**config.mk**
```make
export PLATFORM = sky130hd
export DESIGN_NAME = ladder_decoder
export DESIGN_NICKNAME = d
export VERILOG_FILES = /design/src/rtl/ladder_pkg.sv /design/src/rtl/ladder_report_reg.sv /design/src/rtl/ladder_decoder.sv
export SDC_FILE = /design/constraint.sdc
export NUM_CORES = 1
export LEC_CHECK = 0
export CAP_MARGIN = 40
export CORE_MARGIN = 8
export CORE_UTILIZATION = 57
export CTS_BUF_LIST = sky130_fd_sc_hd__clkbuf_8
export DETAILED_ROUTE_END_ITERATION = 16
export PLACE_DENSITY = 0.82
export SLEW_MARGIN = 20
export SYNTH_ARGS = -nofsm -noshare
export SYNTH_HDL_FRONTEND = slang
export SYNTH_SLANG_ARGS = --single-unit
export TNS_END_PERCENT = 1
```
**constraint.sdc**
```tcl
create_clock -name clk -period 4.2 [get_ports clk]
set_clock_uncertainty 0.15 [all_clocks]
set_input_delay 0.42 -clock clk [delete_from_list [all_inputs] [get_ports clk]]
set_output_delay 0.42 -clock clk [all_outputs]
set_load 0.01 [all_outputs]
```
**src/rtl/ladder_pkg.sv**
```systemverilog
// Shared types and constants for the ladder (triangle) counter link receiver.
package ladder_pkg;

    typedef enum logic [1:0] {
        IDLE,
        START,
        RISE,
        FALL
    } ladder_state_t;

    localparam int LADDER_MIN_DELTA = 2;

endpackage

```
**src/rtl/ladder_report_reg.sv**
```systemverilog
// Peak report holding register: valid/ready hold, drop-on-pending and sticky overrun.
module ladder_report_reg #(
    parameter int WIDTH  = 4,
    parameter int PWIDTH = 8
) (
    input  logic              clk,
    input  logic              resetn,
    input  logic              peak_valid,
    input  logic [WIDTH-1:0]  peak_delta,
    input  logic [PWIDTH-1:0] peak_period,
    input  logic              out_ready,
    output logic              out_valid,
    output logic [WIDTH-1:0]  out_delta,
    output logic [PWIDTH-1:0] out_period,
    output logic              overrun
);

    // A handshake in the same cycle as a new peak frees the slot for it.
    always_ff @(posedge clk or negedge resetn) begin
        if (!resetn) begin
            out_valid  <= 1'b0;
            out_delta  <= '0;
            out_period <= '0;
            overrun    <= 1'b0;
        end else if (peak_valid) begin
            if (!out_valid || out_ready) begin
                out_valid  <= 1'b1;
                out_delta  <= peak_delta;
                out_period <= peak_period;
            end else begin
                overrun <= 1'b1;
            end
        end else if (out_valid && out_ready) begin
            out_valid <= 1'b0;
        end
    end

endmodule

```
**src/rtl/ladder_decoder.sv**
```systemverilog
// Receive end of the ladder counter link: tracks the triangle stream, recovers
// the peak and period, and flags protocol violations.
module ladder_decoder
    import ladder_pkg::*;
#(
    parameter int WIDTH  = 4,
    parameter int PWIDTH = 8
) (
    input  logic              clk,
    input  logic              resetn,
    input  logic              in_valid,
    input  logic [WIDTH-1:0]  in_value,
    output logic              out_valid,
    input  logic              out_ready,
    output logic [WIDTH-1:0]  out_delta,
    output logic [PWIDTH-1:0] out_period,
    output logic              locked,
    output logic              dir,
    output logic              err,
    output logic              overrun
);

    localparam logic signed [WIDTH:0] STEP_UP   = 1;
    localparam logic signed [WIDTH:0] STEP_DOWN = -1;
    localparam logic signed [WIDTH:0] STEP_FLAT = 0;

    ladder_state_t      state;
    ladder_state_t      state_next;
    logic [WIDTH-1:0]   prev;
    logic [PWIDTH-1:0]  pcnt;
    logic               seen_peak;
    logic signed [WIDTH:0] step;
    logic               bad;
    logic               peak;
    logic               to_start;
    logic [PWIDTH-1:0]  peak_period;

    // Extra sign bit keeps 15->0 a large negative step rather than a wrap to +1.
    assign step = $signed({1'b0, in_value}) - $signed({1'b0, prev});
    assign peak_period = seen_peak ? pcnt : '0;

    always_comb begin
        state_next = state;
        bad        = 1'b0;
        peak       = 1'b0;
        to_start   = 1'b0;
        if (in_valid) begin
            case (state)
                IDLE: begin
                    state_next = START;
                    to_start   = 1'b1;
                end
                START: begin
                    if (step == STEP_UP)        state_next = RISE;
                    else if (step == STEP_DOWN) state_next = FALL;
                    else                        bad = 1'b1;
                end
                RISE: begin
                    if (step == STEP_DOWN) begin
                        if (prev >= WIDTH'(LADDER_MIN_DELTA)) begin
                            peak       = 1'b1;
                            state_next = FALL;
                        end else begin
                            bad = 1'b1;
                        end
                    end else if (step != STEP_UP) begin
                        bad = 1'b1;
                    end
                end
                FALL: begin
                    if (step == STEP_DOWN && in_value != '0) state_next = FALL;
                    else if (step == STEP_FLAT && prev == WIDTH'(1)) state_next = RISE;
                    else bad = 1'b1;
                end
                default: state_next = IDLE;
            endcase
            if (bad) state_next = START;
        end
    end

    always_ff @(posedge clk or negedge resetn) begin
        if (!resetn) begin
            state     <= IDLE;
            prev      <= '0;
            pcnt      <= '0;
            seen_peak <= 1'b0;
            err       <= 1'b0;
            locked    <= 1'b0;
            dir       <= 1'b0;
        end else begin
            state <= state_next;
            err   <= bad;
            dir   <= (state_next == RISE);
            if (bad)       locked <= 1'b0;
            else if (peak) locked <= 1'b1;
            if (in_valid) begin
                prev <= in_value;
                // The first peak after a resync has no predecessor, so it reports 0.
                if (bad || to_start) begin
                    pcnt      <= '0;
                    seen_peak <= 1'b0;
                end else if (peak) begin
                    pcnt      <= PWIDTH'(1);
                    seen_peak <= 1'b1;
                end else if (pcnt != '1) begin
                    pcnt <= pcnt + 1'b1;
                end
            end
        end
    end

    ladder_report_reg #(
        .WIDTH (WIDTH),
        .PWIDTH(PWIDTH)
    ) u_report (
        .clk        (clk),
        .resetn     (resetn),
        .peak_valid (peak),
        .peak_delta (prev),
        .peak_period(peak_period),
        .out_ready  (out_ready),
        .out_valid  (out_valid),
        .out_delta  (out_delta),
        .out_period (out_period),
        .overrun    (overrun)
    );

endmodule
```
* Word-level counts from Yosys, hierarchy flattened *
Cells that the tools add are included.
W data, S select, Z words.

storage, ports and cells
  register bits = 32
  logic and storage cells = 78
  input bits = 8
  output and inout port bits = 17

cells by class
  equality and inequality tests = 10
  bitwise operators = 1
  reductions and logical operators = 18
  magnitude comparators = 1
  add/sub/neg operators = 2
  muxes and demuxes = 35

operators with widths
  cell                   count
  $mux W8                4
  $mux W1                21
  $mux W2                8
  $reduce_and A2 Y1      5
  $add A8 B1 Y8 const B  1
  $ne A8 B8 Y1 const B   1
  $pmux W2 S4            1
  $eq A2 B2 Y1 const B   3
  $reduce_bool A2 Y1     3
  $eq A5 B1 Y1 const B   1
  $eq A5 B2 Y1 const B   1
  $logic_not A5 Y1       1
  $ne A5 B2 Y1 const B   1
  $sub A4 B4 Y5          1
  $eq A4 B1 Y1 const B   1
  $ge A4 B2 Y1 const B   1
  $reduce_bool A4 Y1     1
  $logic_and A1 B1 Y1    3
  $pmux W1 S3            1
  $reduce_bool A3 Y1     1
  $eq A2 B1 Y1 const B   1
  $logic_not A2 Y1       1
  $logic_or A1 B1 Y1     2
  $ne A2 B1 Y1 const B   1
  2 further kinds        2

* Depth between registers and ports, before layout *
  word-level depth = 11
  depth in mapped cells = 11
  depth with buffers taken out = 11

* Hierarchy *
From an unflattened synthesis, not the netlist that was laid out.

second synthesis, totals
  cell total of the unflattened synthesis = 162
  area, all modules = 1890.6 sq um

modules (own cells, without submodules)
  module             cells an instance  times used  area each (sq um)  sequential area each (sq um)
  ladder_decoder     130                1           1307.5             450.4
  ladder_report_reg  32                 1           583.1              350.3

* Least setup slack after synthesis *
No wires, ideal clock.

  path kind = input to register
  from = input port in_value[0]
  to = register u_report.out_delta[1]
  setup slack = 1181 ps
  setup time = 125 ps
  stages = 11
  arrival time = 2744 ps
  path through = inv_1 > ha_1 > inv_1 > fa_1 > and2b_1 > nand4_1 > or4_4 > or2_4 > nor2_4 > buf_12 > mux2_4

on the way
  word-level cells in the longest chain between the ends = 6

RTL lines
  what                         RTL line                 RTL
  from (decl)                  ladder_decoder.sv:12     input logic [WIDTH-1:0] in_value,
  $sub A4 B4 Y5                ladder_decoder.sv:39     assign step = $signed({1'b0, in_value}) - $signed({1'b0, prev});
  $eq A5 B1 Y1                 ladder_decoder.sv:59     if (step == STEP_DOWN) begin
  $mux W1                      ladder_decoder.sv:59
  $mux W1                      ladder_decoder.sv:48     case (state)
  $mux W1                      ladder_decoder.sv:47     if (in_valid) begin
  $reduce_and A2 Y1 (no line)  -
  to (signal assigned)         ladder_report_reg.sv:28  out_delta <= peak_delta;
  to (decl)                    ladder_report_reg.sv:13  output logic [WIDTH-1:0] out_delta,

No other way between the ends.
A chain may end at the register's enable or synchronous reset.

* Worst setup path in the final report *
  from = input port in_value[0]
  to = register u_report.out_delta[0]

The elaborated chain is that of the path after synthesis.

==> results.ini <==
[clock_network]
clock_path_buffers=2
postCtsSetupBuffers=0
cts-resized-gates=0
ctsHoldBuffers=0
path_clk_slew_ns=0.06
clock_sinks=32
h-tree-depth=2
numCtsBuffers=5
cts_tree=yes
clock-root-buffer=clkbuf_8
clk_latency_ns=0.28

[critical_path]
required_ns=4.21
rr_startpoint=prev[0]
reg2reg_depth=9
path_cells=clkdlybuf4s50_1 > inv_1 > ha_1 > inv_1 > fa_1 > and2b_1 > nand4_1 > or4_4 > or2_4 > nor2_4 > mux2_2
r2r_end=u_report.out_delta[0]
worstSetupPathType=in -> reg
cp.arrival_ns=3.55
worstSetupStartpoint=in_value[0]
cp.depth=11
cpLargestDelayFamily=simple AND/OR/NAND/NOR gates
critPathBufInv=3
critPathMaxFanout=12
startpoint_type=input port
crit_path_end_kind=register
cp_slowest_cell=fa_1
slowest_delay_ns=0.54
rrSetupSlack_ns=0.86
endpoint=u_report.out_delta[0]
cp_common_cell=inv_1

[synthesis]
yosys.area_share.simple_pct=17.7
netlist_area_um2=1870
synthXorXnorAreaFrac_pct=2.35
ys_types=55
ys.flop_type=dfrtp_1
synth_edf_count=0
netlist_instances=189
synthAdderAreaFrac_pct=4.43
synthMuxAreaShare_pct=7.71
synth_top_cell_area_share_pct=42.9
async_reset_ff_share_pct=100
ys_top_cells_by_area=dfrtp_1 (43%), inv_1 (4.6%), mux2i_1 (4.3%), nand2_1 (4.2%), ha_1 (3.4%)
synth-compound-area-share_pct=18.3
yosysTopAreaCell=dfrtp_1
ys_warn_count=0
avgSynthCellArea_um2=9.87
synth_top_family_by_area=compound AO/OA/AOI/OAI gates
seq_area_frac_synth_pct=42.9
synth_nets=203
ys_ff_latch=32

[final_layout]
final_common_cell=dfrtp_1
final_cell_mix=dfrtp_1 (32), inv_1 (24), clkdlybuf4s50_1 (24), nand2_1 (21), nor2_1 (9)
diodes=0
multi_input_area_um2=942
drive_gt1_share_pct=12.5
regArea_um2=801
final_net_count=230
n_fill_cell=232
area_growth_pct=18.4

[placed_design]
gp_congestion=0.950
dp_hpwl_mm=3.16
portBuffers=24

[detailed_routing]
drt-initial-drc-count=85
wirelength_mm=4.17
firstDrtPassIters=6
vias=1510
vias_per_cell=5.81
ant_nets=0
drc=0
wl_per_cell_um=16.0

[grt]
overflow=0
antenna_found_initial=0
grt_pass1_vias=1491
grt_util_all_layers_pct=16.5
grt_max_degree=33
grt_pass1_wl_mm=6.82

[pwr]
irDropWorstVdd_uv=245
power.total_mw=0.721
p_leak_nw=0.977
power_density_nw_per_um2=326

[sta]
slew_headroom_pct=46.6
hold_violations=0
worst_pin_slew_ns=0.798
tns_ns=0
fmax_mhz=283
period_minus_slack_ns=3.53
finalCritPeriodShare_pct=84.1
rsz0062_at_grt=false
slew_viol_final=0
setup_violations=0

[floorplanning]
die_width_um=73.2
start_util_pct=60.6
dieArea_um2=5360
rows=20
chipHeight_um=73.2
core-area_um2=3080
num_io_pins=25

[job]
max_cap_viol_count=0

[status]
status=completed

[worst_hold_path]
hp-class=reg -> reg

[where the power goes]
| group | internal, mW | switching [mW] | total, mW |
|---|---|---|---|
| Clock | 0.110 | 0.105 | 0.215 |
| Sequential | 0.326 | 0.0173 | 0.343 |
| Combinational | 0.0711 | 0.0914 | 0.163 |
| Total | 0.507 | 0.214 | 0.721 |
[metrics by stage]
| stage | utilization (%) | setup slack, ns | instance area (um^2) | hold slack [ns] | instances |
|---|---|---|---|---|---|
| global route | 71.8 | 0.535 | 2210 | 0.335 | 260 |
| finish | 71.8 | 0.666 | 2210 | 0.322 | 260 |
| global placement | 69.3 | 0.507 | 2130 | 0.293 | 253 |
| detailed placement | 69.3 | 0.391 | 2130 | 0.304 | 253 |
| floorplan | - | 1.18 | 1870 | -0.0256 | 189 |
| CTS | 71.8 | 0.676 | 2210 | 0.322 | 260 |
[sequential cells by signal, indices dropped and copies added, names as in the netlist]
register,count
pcnt,8
u_report.out_period,8
prev,4
u_report.out_delta,4
state,2
dir,1
err,1
locked,1
seen_peak,1
u_report.out_valid,1
u_report.overrun,1
[worst min path at each step]
stage	start	end	slack, ns	depth (start not counted)
5_1_grt	u_report.overrun	u_report.overrun	0.34	1
3_3_place_gp	u_report.overrun	u_report.overrun	0.29	1
2_1_floorplan	resetn	dir	-0.03	0
6_report	u_report.overrun	u_report.overrun	0.32	1
3_5_place_dp	u_report.overrun	u_report.overrun	0.30	1
4_1_cts	u_report.overrun	u_report.overrun	0.32	1
[logic make-up after synthesis]
group	after synthesis
fa+ha+maj	6
flops	32
xor+xnor	5
mux	13
compound gates	44
buf+inv	28
simple gates	61
[synth_stat cells (2+ instances only)]
| cell | count |
|---|---|
| o211ai_1 | 4 |
| mux2_4 | 2 |
| nor3_1 | 5 |
| mux2i_1 | 8 |
| ha_1 | 5 |
| or2_2 | 3 |
| o21ai_0 | 8 |
| xnor2_1 | 4 |
| o21a_1 | 2 |
| dfrtp_1 | 32 |
| mux2_2 | 3 |
| clkbuf_1 | 2 |
| and2_1 | 2 |
| nand4_1 | 3 |
| o221ai_1 | 2 |
| and3_1 | 4 |
| a21o_1 | 4 |
| inv_1 | 23 |
| nand3_1 | 3 |
| and2b_2 | 2 |
| a21oi_1 | 4 |
| o22ai_1 | 2 |
| nor2_1 | 9 |
| nand2_1 | 21 |
| a31oi_1 | 2 |
[layout make-up]
| type | count | area share [%] |
|---|---|---|
| repair buffers | 25 | 11.2 |
| multi-input cells | 129 | 42.6 |
| clock buffers | 5 | 3.11 |
| well taps | 44 | 2.49 |
| flip-flops and latches | 32 | 36.2 |
| inverters | 23 | 3.91 |
| clock inverters | 2 | 0.396 |
[worst register-to-register path: cells and delay by family, from the launching register on]
family	cells	cell delay [ns]
AND/OR/NAND/NOR	5	1.43
adder cells (fa/ha/maj)	2	0.75
buffers and inverters	1	0.06
flip-flops	1	0.45
multiplexers	1	0.39
[routing by layer]
metal	vias up	GRT usage, %	part of all wire [%]
met4	0	5.11	1.0
met1	738	19.8	46
met5	-	0	0
met3	4	6.87	7.7
li1	718	-	-
met2	50	25.9	46
Power figures use the tool's default switching activity.
